<file path="src/rtl/alu_pkg.sv">
// Shared widths, opcode encodings and flag bit positions for the ALU issue path.
package alu_pkg;

  localparam int DW   = 16;
  localparam int REGW = 3;
  localparam int OPW  = 3;

  localparam logic [OPW-1:0] OP_AND = 3'b000;
  localparam logic [OPW-1:0] OP_OR  = 3'b001;
  localparam logic [OPW-1:0] OP_ADD = 3'b010;
  localparam logic [OPW-1:0] OP_XOR = 3'b011;
  localparam logic [OPW-1:0] OP_SUB = 3'b110;
  localparam logic [OPW-1:0] OP_SLT = 3'b111;

  localparam int FLAG_OVFL  = 2;
  localparam int FLAG_ZERO  = 1;
  localparam int FLAG_CARRY = 0;

endpackage

</file>
<file path="src/rtl/alu_regfile.sv">
// NREG x DW register file: two operand read ports, one debug read port,
// one synchronous write port; r0 is hardwired to zero.
module alu_regfile #(
  parameter int NREG = 8,
  parameter int DW   = 16
) (
  input  logic                    clk,
  input  logic                    rst_n,
  input  logic [$clog2(NREG)-1:0] i_ra_addr,
  output logic [DW-1:0]           o_ra_data,
  input  logic [$clog2(NREG)-1:0] i_rb_addr,
  output logic [DW-1:0]           o_rb_data,
  input  logic [$clog2(NREG)-1:0] i_dbg_addr,
  output logic [DW-1:0]           o_dbg_data,
  input  logic                    i_we,
  input  logic [$clog2(NREG)-1:0] i_wa,
  input  logic [DW-1:0]           i_wd
);
  import alu_pkg::*;

  logic [DW-1:0] r_rf [NREG];

  // Entry 0 is never written, so it stays at its reset value of zero.
  always_ff @(posedge clk or negedge rst_n) begin
    if (!rst_n) begin
      for (int unsigned i = 0; i < NREG; i++) r_rf[i] <= '0;
    end else if (i_we && (i_wa != '0)) begin
      r_rf[i_wa] <= i_wd;
    end
  end

  assign o_ra_data  = r_rf[i_ra_addr];
  assign o_rb_data  = r_rf[i_rb_addr];
  assign o_dbg_data = r_rf[i_dbg_addr];

endmodule

</file>
<file path="src/rtl/alu_issue_stage.sv">
// Operand fetch / issue / writeback stage in front of the combinational 16-bit ALU,
// with a bypass from the in-flight ALU result into operand selection.
module alu_issue_stage #(
  parameter int DW   = 16,
  parameter int NREG = 8,
  parameter int IMMW = 8
) (
  input  logic                     clk,
  input  logic                     rst_n,
  input  logic                     in_valid,
  output logic                     in_ready,
  input  logic [alu_pkg::OPW-1:0]  in_op,
  input  logic [$clog2(NREG)-1:0]  in_rd,
  input  logic [$clog2(NREG)-1:0]  in_rs,
  input  logic [$clog2(NREG)-1:0]  in_rt,
  input  logic [IMMW-1:0]          in_imm,
  input  logic                     in_use_imm,
  input  logic                     in_setf,
  input  logic                     stall,
  output logic [alu_pkg::OPW-1:0]  alu_op,
  output logic [DW-1:0]            alu_a,
  output logic [DW-1:0]            alu_b,
  input  logic [DW-1:0]            alu_r,
  input  logic                     alu_ovfl,
  input  logic                     alu_zero,
  input  logic                     alu_cout,
  output logic                     wb_valid,
  output logic [$clog2(NREG)-1:0]  wb_rd,
  output logic [DW-1:0]            wb_data,
  output logic [2:0]               flags,
  input  logic [$clog2(NREG)-1:0]  dbg_addr,
  output logic [DW-1:0]            dbg_data
);
  import alu_pkg::*;

  localparam int AW = $clog2(NREG);

  logic            r_ex_valid;
  logic            r_ex_setf;
  logic [OPW-1:0]  r_ex_op;
  logic [AW-1:0]   r_ex_rd;
  logic [DW-1:0]   r_ex_a;
  logic [DW-1:0]   r_ex_b;

  logic            r_wb_valid;
  logic [AW-1:0]   r_wb_rd;
  logic [DW-1:0]   r_wb_data;
  logic [2:0]      r_flags;

  logic            w_accept;
  logic [DW-1:0]   w_rf_a;
  logic [DW-1:0]   w_rf_b;
  logic [DW-1:0]   w_opnd_a;
  logic [DW-1:0]   w_opnd_b;
  logic [DW-1:0]   w_imm_sext;
  logic [2:0]      w_flags_new;

  assign in_ready   = ~stall;
  assign w_accept   = in_valid & ~stall;
  assign w_imm_sext = {{(DW-IMMW){in_imm[IMMW-1]}}, in_imm};

  alu_regfile #(
    .NREG (NREG),
    .DW   (DW)
  ) u_regfile (
    .clk        (clk),
    .rst_n      (rst_n),
    .i_ra_addr  (in_rs),
    .o_ra_data  (w_rf_a),
    .i_rb_addr  (in_rt),
    .o_rb_data  (w_rf_b),
    .i_dbg_addr (dbg_addr),
    .o_dbg_data (dbg_data),
    .i_we       (r_ex_valid),
    .i_wa       (r_ex_rd),
    .i_wd       (alu_r)
  );

  // The in-flight result is written on the same edge it is bypassed, so the
  // forwarded value always matches what the register file will hold.
  always_comb begin
    w_opnd_a = w_rf_a;
    w_opnd_b = w_rf_b;
    if (in_rs == '0)                              w_opnd_a = '0;
    else if (r_ex_valid && (r_ex_rd == in_rs))    w_opnd_a = alu_r;
    if (in_use_imm)                               w_opnd_b = w_imm_sext;
    else if (in_rt == '0)                         w_opnd_b = '0;
    else if (r_ex_valid && (r_ex_rd == in_rt))    w_opnd_b = alu_r;
  end

  always_comb begin
    w_flags_new             = '0;
    w_flags_new[FLAG_OVFL]  = alu_ovfl;
    w_flags_new[FLAG_ZERO]  = alu_zero;
    w_flags_new[FLAG_CARRY] = alu_cout;
  end

  always_ff @(posedge clk or negedge rst_n) begin
    if (!rst_n) begin
      r_ex_valid <= 1'b0;
      r_ex_setf  <= 1'b0;
      r_ex_op    <= '0;
      r_ex_rd    <= '0;
      r_ex_a     <= '0;
      r_ex_b     <= '0;
    end else begin
      r_ex_valid <= w_accept;
      if (w_accept) begin
        r_ex_setf <= in_setf;
        r_ex_op   <= in_op;
        r_ex_rd   <= in_rd;
        r_ex_a    <= w_opnd_a;
        r_ex_b    <= w_opnd_b;
      end
    end
  end

  always_ff @(posedge clk or negedge rst_n) begin
    if (!rst_n) begin
      r_wb_valid <= 1'b0;
      r_wb_rd    <= '0;
      r_wb_data  <= '0;
      r_flags    <= '0;
    end else begin
      r_wb_valid <= r_ex_valid;
      if (r_ex_valid) begin
        r_wb_rd   <= r_ex_rd;
        r_wb_data <= alu_r;
        if (r_ex_setf) r_flags <= w_flags_new;
      end
    end
  end

  assign alu_op   = r_ex_op;
  assign alu_a    = r_ex_a;
  assign alu_b    = r_ex_b;
  assign wb_valid = r_wb_valid;
  assign wb_rd    = r_wb_rd;
  assign wb_data  = r_wb_data;
  assign flags    = r_flags;

endmodule

</file>
<file path="config.mk">
export PLATFORM = sky130hd
export DESIGN_NAME = alu_issue_stage
export DESIGN_NICKNAME = d
export VERILOG_FILES = /design/src/rtl/alu_pkg.sv /design/src/rtl/alu_regfile.sv /design/src/rtl/alu_issue_stage.sv
export SDC_FILE = /design/constraint.sdc
export NUM_CORES = 1
export LEC_CHECK = 0
export BUFFER_PORTS_ARGS = -buffer_cell sky130_fd_sc_hd__buf_2
export CORE_MARGIN = 4
export CORE_UTILIZATION = 45
export DETAILED_ROUTE_END_ITERATION = 12
export SLEW_MARGIN = 20
export SYNTH_ARGS = -nofsm -noshare
export SYNTH_HDL_FRONTEND = slang
export SYNTH_SLANG_ARGS = --single-unit
</file>
<file path="constraint.sdc">
create_clock -name clk -period 2.6 [get_ports clk]
set_input_delay 0.52 -clock clk [delete_from_list [all_inputs] [get_ports clk]]
set_output_delay 0.52 -clock clk [all_outputs]
set_load 0.05 [all_outputs]
</file>
==> results by group <==
Routing
  – Average wire per standard cell: 25.0 um
  – Drt pass-1 iters: 5
  – Remaining DRCs: 0
  – Routed via count: 7509
  – Final WL: 30600 um
  – Initial DRC count: 644
  – Routed Antenna Nets: 0
  – Avg Vias per Cell: 6.13

Yosys
  – Yosys reg bits: 191
  – Sequential share of the synthesized area: 0.452
  – Synth Net Count: 850
  – Synth Area in Compound Gates: 0.0789
  – Mux cell area share after synthesis: 0.360
  – Largest family of logic cells by synthesized area: multiplexers
  – Count of cell types in the netlist: 39
  – Post-synthesis average cell area: 13.2 um^2
  – Post-Synth XOR/XNOR Area: 0.00415
  – Cells after Synth: 802
  – Synthesized cell area: 10600 um^2
  – Ys Warns: 0
  – Adder-Cell Fraction of Synth Area: 0
  – Synth Area in Simple Gates: 0.0577

Flow run
  – Max-Cap Viols: 0

Layout
  – Layout cells sized above 1: 0.521
  – Most common cell after layout, fill and taps aside: dfrtp_1
  – Nets: 946
  – Finished Core Util: 0.536
  – Final Instance Count excl. Fillers: 1225
  – Fillers: 1932
  – Area delta synth->final: 15.9%
  – Most frequent cells in the layout: dfrtp_1 (191), mux2_2 (181), buf_2 (121)

GRT
  – Total grt overflow: 0
  – Total GRT Usage: 0.240
  – Initial antenna violation count: 1
  – Largest net degree at the start of global routing: 60
  – Global-route wire length before repair: 48300 um
  – Vias in the first global route: 8043

Power and ir drop
  – Power per cell area: 953 nW/um^2
  – Leakage power: 5.23 nW
  – Worst IR Drop VDD: 0.378 mV
  – Tot Pwr: 0.0117 W

Worst setup path
  – Number of cells on the worst reg-to-reg path: 6
  – Critical path fanouts, max: 19
  – Crit path DAT: 1.96 ns
  – Worst setup SP type: primary input
  – CP required: 2.08 ns
  – Critical Path Sink Type: primary output
  – Crit Path Class: primary input to primary output

Clock network
  – H-tree depth: 4
  – TritonCTS clock tree: done
  – TritonCTS Buffers: 17
  – Clock Latency Late Sink: 0.45 ns
  – Max clock buf depth: 2
  – Setup bufs post-CTS: 0
  – CTS sink cnt: 191
  – Root Driver: clkbuf_16
  – Cts repair resizes: 0
  – Clock Pin Slew Worst Setup and Hold Paths: 0.07 ns
  – # hold bufs at CTS: 0

STA
  – Relative slew slack: 0.580
  – RSZ-0062 raised after global routing: false
  – Final Hold Viols: 0
  – Period Utilization, post-route: 0.954
  – Setup Viol. Count Final: 0
  – Final Max Slew Viols: 0
  – Worst Slack Setup Final: 0.121 ns
  – Fmax: 403 MHz
  – Setup TNS: 0 ns
  – Final min period: 2.48 ns
  – Worst-case clock skew: 0.0211 ns
  – Measured slew at the worst slew-check pin: 0.630 ns

Placed design
  – Pre-CTS setup slack: 0.139 ns
  – Routability cong.: 0.869
  – PortBufs: 122
  – Placed cell count: 1192
  – Post-DP HPWL: 20400 um

Floorplanning
  – Chip width: 161 um
  – Rows: 55
  – Die Ht: 161 um
  – Core footprint: 22800 um^2
  – Initial cell density of the core: 0.462
  – Die ar.: 26000 um^2
  – I/O pins: 123

Worst hold path
  – HP Class: primary input to async pin

Run status
  – Outcome: complete, no violations
[worst paths after layout]
check | startpoint | end | slack (ns)
setup / recovery | dbg_addr[0] | dbg_data[6] | 0.12
hold / removal | rst_n | u_regfile.r_rf[104]$_DFFE_PN0P_ | 0.05
setup reg to reg | r_ex_rd[2]$_DFFE_PN0P_ | alu_a[12]$_DFFE_PN0P_ | 0.53
hold reg to reg | u_regfile.r_rf[115]$_DFFE_PN0P_ | u_regfile.r_rf[115]$_DFFE_PN0P_ | 0.43
max in group asynchronous | rst_n | u_regfile.r_rf[96]$_DFFE_PN0P_ | 1.79
min in group clk | in_op[2] | alu_op[2]$_DFFE_PN0P_ | 0.27
[final cells by class]
type | count | area, um^2 | share of cell area
Clock inverter | 13 | 188 | 0.0153
Antenna cell | 1 | 2.50 | 0.000204
Multi-Input combinational cell | 513 | 5320 | 0.435
Sequential cell | 191 | 4780 | 0.391
Tap cell | 313 | 392 | 0.0320
Inverter | 4 | 15.0 | 0.00123
Timing Repair Buffer | 171 | 1100 | 0.0899
Clock buffer | 19 | 443 | 0.0362
[stage by stage]
stage / hold slack, ns / instance area, um^2
after global routing: 0.0940 / 12200
after CTS: 0.0734 / 12200
after floorplan: 0.224 / 10600
after detailed placement: 0.404 / 11600
after global placement: 0.395 / 11600
final: 0.0498 / 12200
[state kept, by name, summed over array words and instances (netlist names)]
name	count
u_regfile.r_rf	128
r_ex_valid	1
wb_rd	3
wb_data	16
alu_op	3
alu_a	16
alu_b	16
r_ex_rd	3
flags	3
r_ex_setf	1
wb_valid	1
[Yosys cell counts]
| cell type | instances | share of area |
|---|---|---|
| dfrtp_1 | 191 | 0.45 |
| mux2_2 | 181 | 0.19 |
| mux4_2 | 65 | 0.14 |
| o22ai_1 | 42 | 0.025 |
| nand2_1 | 35 | 0.012 |
| clkbuf_1 | 33 | 0.012 |
| mux2i_1 | 30 | 0.028 |
| buf_2 | 26 | 0.012 |
| nor2b_1 | 24 | 0.014 |
| a21oi_1 | 19 | 0.0090 |
| a22oi_1 | 16 | 0.011 |
| o21ai_0 | 16 | 0.0076 |
| nor2_1 | 14 | 0.0050 |
| a211oi_1 | 12 | 0.0085 |
| buf_4 | 12 | 0.0085 |
| o21ai_2 | 10 | 0.0083 |
| buf_1 | 9 | 0.0032 |
| clkbuf_2 | 9 | 0.0043 |
| nor4_1 | 8 | 0.0047 |
| nand2b_1 | 7 | 0.0041 |
| buf_6 | 5 | 0.0053 |
| xnor2_1 | 5 | 0.0041 |
| nand3_1 | 4 | 0.0019 |
| nor4_2 | 4 | 0.0047 |
| a31oi_1 | 3 | 0.0018 |
| inv_1 | 3 | 0.0011 |
| nand4b_2 | 3 | 0.0043 |
| o31ai_1 | 3 | 0.0021 |
| nor4bb_1 | 2 | 0.0019 |
| or2_2 | 2 | 0.0012 |
| a211oi_2 | 1 | 0.0012 |
| and4_4 | 1 | 0.0011 |
| clkinv_1 | 1 | 0.00036 |
| nand4_2 | 1 | 0.0012 |
| nor3_2 | 1 | 0.00095 |
| o21bai_2 | 1 | 0.0011 |
| o221ai_1 | 1 | 0.00083 |
| o221ai_2 | 1 | 0.0014 |
| o22a_1 | 1 | 0.00083 |
[power by group]
group	internal (W)	total (W)	switching, W	leakage, nW
logic	0.00191	0.00408	0.00217	2.62
clock network	0.00164	0.00284	0.00120	0.300
registers	0.00384	0.00473	0.000889	2.31
[cell families (layout without fill, tap and decap cells)]
logic type                count (synthesis)  after routing
buffers and inverters                    98            207
muxes                                   276            276
other                                     0              1
and+or+nand+nor                         106            106
AOI/OAI and AO/OA                       126            126
DFF                                     191            191
xor gates and xnor gates                  5              5
[per-layer routing]
metal  track usage  vias to the layer above  share of wire
met3        0.0385                       67          0.050
met4        0.0869                        0          0.029
li1              -                     3223              -
met1         0.324                     3914           0.42
met2         0.396                      305           0.50
met5             0                        -              0
[worst max-delay path, stage by stage]
cell and delay (ns):
buf_2 0.15, buf_12 0.23, mux4_2 0.53, mux2_2 0.29
buf_2 0.21
Power figures use the tool's default switching activity.
